<file path="src/rtl/mmm_final_sub.sv">
// mmm_final_sub: final conditional subtraction of a word-serial Montgomery
// product. Collects result words S (LSW first) together with the matching
// modulus words M, computing S-M word by word with a borrow chain. When the
// frame ends, the block picks S-M if the (K+1)-bit result is >= M
// (top bit set or no final borrow), otherwise S. It then streams the chosen
// words out LSW first.
//
// Ports:
//   CLK, RST          clock, synchronous active-high reset
//   S_IN, M_IN        result word / modulus word (W bits)
//   S_TOP             result bit K, sampled with S_LAST
//   S_VALID, S_LAST   input word valid / most significant word marker
//   S_READY           input accepted (IDLE / COLLECT only)
//   R_OUT, R_VALID    reduced output word / valid
//   R_LAST            final output word
//   R_READY           downstream ready
//   R_SUB             (MMM_FSUB_STATUS_EN only) 1 when the subtracted value is output
//
// Optional feature macro: MMM_FSUB_STATUS_EN adds the R_SUB status output.
module mmm_final_sub #(
  parameter int K = 1024,
  parameter int W = 16
) (
  input  logic         CLK,
  input  logic         RST,
  input  logic [W-1:0] S_IN,
  input  logic [W-1:0] M_IN,
  input  logic         S_TOP,
  input  logic         S_VALID,
  input  logic         S_LAST,
  output logic         S_READY,
  output logic [W-1:0] R_OUT,
  output logic         R_VALID,
  output logic         R_LAST,
  input  logic         R_READY
`ifdef MMM_FSUB_STATUS_EN
  ,
  output logic         R_SUB
`endif
);
  localparam int N  = K / W;
  localparam int IW = (N > 1) ? $clog2(N) : 1;

  typedef enum logic [1:0] {IDLE, COLLECT, DRAIN} state_t;
  state_t state, state_nxt;

  logic [IW-1:0] idx, last_idx, ld_idx;
  logic          borrow, sel;
  logic [W-1:0]  sb [N];
  logic [W-1:0]  db [N];
  logic          s_hs, r_hs, frame_end, b_in, b_out, ld;
  logic [W-1:0]  d, rd_word;

  assign S_READY   = (state != DRAIN);
  assign s_hs      = S_VALID & S_READY;
  assign r_hs      = R_VALID & R_READY;
  // borrow chain restarts at word 0 of every frame
  assign b_in      = (idx == '0) ? 1'b0 : borrow;
  assign {b_out, d} = {1'b0, S_IN} - {1'b0, M_IN} - {{W{1'b0}}, b_in};
  // a frame closes on S_LAST or when the buffer is full
  assign frame_end = s_hs & (S_LAST | (idx == IW'(N-1)));

  // Output register loads on the first DRAIN cycle (nothing valid yet) and
  // on every accepted non-final word; idx tracks the word held in R_OUT.
  assign ld      = (state == DRAIN) & (~R_VALID | (R_READY & ~R_LAST));
  assign ld_idx  = R_VALID ? idx + 1'b1 : idx;
  assign rd_word = sel ? db[ld_idx] : sb[ld_idx];

  always_comb begin
    state_nxt = state;
    unique case (state)
      IDLE:    if (s_hs) state_nxt = frame_end ? DRAIN : COLLECT;
      COLLECT: if (frame_end) state_nxt = DRAIN;
      DRAIN:   if (r_hs && R_LAST) state_nxt = IDLE;
      default: state_nxt = IDLE;
    endcase
  end

  // word buffers carry no reset; a new frame overwrites what it uses
  always_ff @(posedge CLK) begin
    if (s_hs) begin
      sb[idx] <= S_IN;
      db[idx] <= d;
    end
  end

  always_ff @(posedge CLK) begin
    if (RST) begin
      state    <= IDLE;
      idx      <= '0;
      last_idx <= '0;
      borrow   <= 1'b0;
      sel      <= 1'b0;
      R_OUT    <= '0;
      R_VALID  <= 1'b0;
      R_LAST   <= 1'b0;
    end else begin
      state <= state_nxt;
      if (s_hs) begin
        borrow <= b_out;
        if (frame_end) begin
          sel      <= S_TOP | ~b_out;
          last_idx <= idx;
          idx      <= '0;
          borrow   <= 1'b0;
        end else begin
          idx <= idx + 1'b1;
        end
      end
      if (ld) begin
        R_OUT   <= rd_word;
        R_LAST  <= (ld_idx == last_idx);
        R_VALID <= 1'b1;
        idx     <= ld_idx;
      end else if (r_hs && R_LAST) begin
        R_VALID <= 1'b0;
        R_LAST  <= 1'b0;
        idx     <= '0;
      end
    end
  end

`ifdef MMM_FSUB_STATUS_EN
  always_ff @(posedge CLK) begin
    if (RST)     R_SUB <= 1'b0;
    else if (ld) R_SUB <= sel;
  end
`endif

endmodule

</file>
<file path="config.mk">
export PLATFORM = sky130hd
export DESIGN_NAME = mmm_final_sub
export DESIGN_NICKNAME = d
export VERILOG_FILES = /design/src/rtl/mmm_final_sub.sv
export SDC_FILE = /design/constraint.sdc
export NUM_CORES = 2
export LEC_CHECK = 0
export CORE_MARGIN = 3
export CORE_UTILIZATION = 40
export DETAILED_ROUTE_END_ITERATION = 8
export GPL_TIMING_DRIVEN = 1
export PLACE_DENSITY_LB_ADDON = 0.1
export SLEW_MARGIN = 20
export SYNTH_ARGS = -nofsm -noshare
export SYNTH_HDL_FRONTEND = slang
export SYNTH_SLANG_ARGS = --single-unit
</file>
<file path="constraint.sdc">
create_clock -name CLK -period 7.4 [get_ports CLK]
set_input_delay 0.74 -clock CLK [delete_from_list [all_inputs] [get_ports CLK]]
set_output_delay 0.74 -clock CLK [all_outputs]
set_load 0.01 [all_outputs]
</file>
==> run metrics <==
Core Region between 150000 and 200000 um^2; type of origin of the critical path flop; Cell Area, Placed 85000 um^2; post-route cell area 92010 um^2; hpwl dp 115.1 mm; Synth area leader edfxtp_1; Core Rows 163; GRT overflow 0; die area between 200000 and 250000 um^2; Final Hold Viols 0; Skew-Pair Late Insertion Delay 0.86 ns; Starting Density between 40% and 50%; largest net degree at the start of global routing 130; via count 38500; WP data required 7.96 ns; CP max-delay cell or3_1; Antenna Nets Post-Route 0; synth cell count leaders edfxtp_1, mux4_2, a22oi_1, nor2_1, a21oi_1; initial antenna violation count 15; DR pass1 iterations 7; DR iter-0 viols 4261; GPL Wtd Cong 0.7753; Area contributors post-synth edfxtp_1, mux4_2, a22oi_1; first-pass GRT wire length 310.9 mm; crit end category flop; WS Path Type reg2reg; crit share post-route between 70% and 80%; final WL around 220 mm; crit-path leading delay family compound AO/OA/AOI/OAI gates; minimum clock period 5.877 ns; Post-CTS Resized 0; Post-Syn Area roughly 80000 um^2; Root Driver clkbuf_16; async set-reset flop share out of synthesis 0%; Clock Skew 0.03756 ns; fin cells ~6600; height of the chip 453.9 um; Worst path max stage delay 0.73 ns; PortBufs 56; post-synthesis cell count about 3600; Max-slew headroom 25.98%; crit path launch idx[5]; Nets 3887; num ports 57; unrepaired setup endpoints after global routing false; setup TNS 0 ns; Worst path most repeated cell o21ai_0; Setup Viol. Count Final 0; CTS tree done; Max Cap Violations 0; outcome finished, final reports clean; Final Max Slew Viols 0; cts hold-fix bufs 0; layout cells sized above 1 around 27%; Sink Count 2082; Max Buffers Root-to-Sink 3; fillcell total 16440; Synth Warn # 0; reg2reg path depth 15; CTS H-tree depth 4; CP Max Fanout 64; Vias/cell 5.792; Yosys top cell area share about three quarters; f_max around 170 MHz; Tightest Pin Transition 1.108 ns; Worst Setup EP db[54][14]; syn_area_per_cell 22.27 um^2; #FFs+latches synth around 2100; most frequent cell after synthesis edfxtp_1; WP depth 15; WP buf/inv 2; Lkg Pwr 28.64 nW; post-synthesis sequential area ratio around 77%; worst path arrival time 6.43 ns; Worst-path clk slew around 0.060 ns; register area 62180 um^2; number of global-route vias before repair ~40000; reg2reg end db[54][14]; Die X ~450 um; gr usage total 21.53%; multi-input logic area 17550 um^2; worst min path class in2reg; TritonCTS buffer count about 220; DRC 0; Mapped Nets 3675; crit-path cells or3_1 -> o21ai_0 -> fa_1 -> inv_1 -> ha_1 -> or2_2 -> fa_2 -> nand2b_1 -> a21oi_1 -> o211ai_1 -> a41oi_1 -> o21ai_0 -> nor2_1 -> xnor2_2 -> buf_4; reg2reg start idx[5]; Post-synth EDFFs just over 2000; post-detailed-route wirelength per cell 33.19 um; PwrDens between 200 and 300 nW/um^2; distinct cell type count after synthesis 55; synth-to-layout area growth 14.65%; reg2reg setup slack 1.52 ns; dpl cells 6235; post-CTS setup buffer count 0; top_reg_cell synth edfxtp_1; Max VDD drop ~200 uV
-- kinds of logic after synthesis --
| family | Yosys count | share of synthesized area [%] |
|---|---|---|
| and+or+nand+nor | 250 | 1.375 |
| muxes | 535 | 14.91 |
| AOI/OAI and AO/OA | 418 | 3.798 |
| buffers and inverters | 256 | 1.539 |
| DFF | 2082 | 77.48 |
| xor gates and xnor gates | 28 | 0.3477 |
| adders and majority gates | 34 | 0.5488 |
-- worst min path at each step --
stage | end | cells after the start | from | slack, ns
floorplan | state[0] | 1 | state[1] | 0.41
global placement | state[0] | 1 | state[1] | 0.43
detailed placement | state[0] | 1 | state[1] | 0.44
CTS | sb[33][13] | 1 | S_IN[13] | 0.20
global route | sb[33][13] | 1 | S_IN[13] | 0.21
finish | sb[33][13] | 1 | S_IN[13] | 0.25
-- report_power, final --
group	total (W)	switching (W)	internal, W
Combinational	0.00282	0.00171	0.00111
Clock	0.0106	0.00460	0.00602
Sequential	0.0136	0.0000331	0.0135
Total	0.0270	0.00634	0.0207
-- final cells by class --
| type | instances | share of cell area (%) |
|---|---|---|
| Sequential cell | 2082 | 67.58 |
| Clock inverter | 129 | 1.342 |
| Timing Repair Buffer | 198 | 1.985 |
| Tap cell | 2640 | 3.590 |
| Antenna cell | 4 | 0.01088 |
| Clock buffer | 277 | 6.201 |
| Multi-Input combinational cell | 1265 | 19.08 |
| Inverter | 52 | 0.2121 |
-- flip-flops by register name, summed over array words and instances, names as in the netlist, 2 cells and up --
signal    cells
db         1024
sb         1024
R_OUT        16
idx           6
last_idx      6
state         2
-- worst register-to-register path, cell delays in order (launching register included) --
cell,delay [ns]
dfxtp_1,0.72
or3_1,0.73
o21ai_0,0.46
fa_1,0.62
inv_1,0.05
ha_1,0.18
or2_2,0.29
fa_2,0.42
nand2b_1,0.17
a21oi_1,0.34
o211ai_1,0.17
a41oi_1,0.31
o21ai_0,0.21
nor2_1,0.21
xnor2_2,0.13
buf_4,0.49
-- layout by cell type, fill, tap and decap left out, types with 6 or more instances in the layout --
master           netlist  routed
nand2_1               53      53
nand3_1               46      46
clkinv_16              0       7
o21ai_0               10      10
clkbuf_16              0     217
dfxtp_1               34      34
clkdlybuf4s50_1        0      39
edfxtp_1            2048    2048
xnor2_2                0      12
ha_1                  32      32
a22o_1                64      64
clkinv_1               1      59
nor3_1                 7       7
nor2_4                 0      65
a21oi_1               85      85
clkinv_2               0      36
a211oi_2              10      10
buf_2                 75      17
nor2_1               109      44
mux2i_1                6       6
buf_4                 44     121
bufinv_16              0      16
a211oi_1               7       7
a22oi_1              192     192
clkbuf_1              75      55
buf_12                 0      18
o31ai_1               32      32
inv_1                 50      50
mux4_2               528     528
xor2_4                 0       6
-- stage by stage --
step                hold WS (ns)  utilization (%)  worst slack (ns)  power, W
global route              0.2135            46.36             1.122   0.02796
detailed placement        0.4360            42.84             1.542   0.01669
CTS                       0.2010            46.33             1.517   0.02730
floorplan                 0.4122                -             1.637   0.01573
finish                    0.2503            46.37             1.523   0.02700
global placement          0.4269            42.80             1.603   0.01667
-- layer usage --
layer	GRT usage (%)	share of wire, %	vias up
met3	3.111	5.2	262
met5	0	0	-
met2	34.90	49	1119
met1	30.97	44	21330
li1	-	-	15790
met4	5.151	2.1	0
Power figures use the tool's default switching activity.
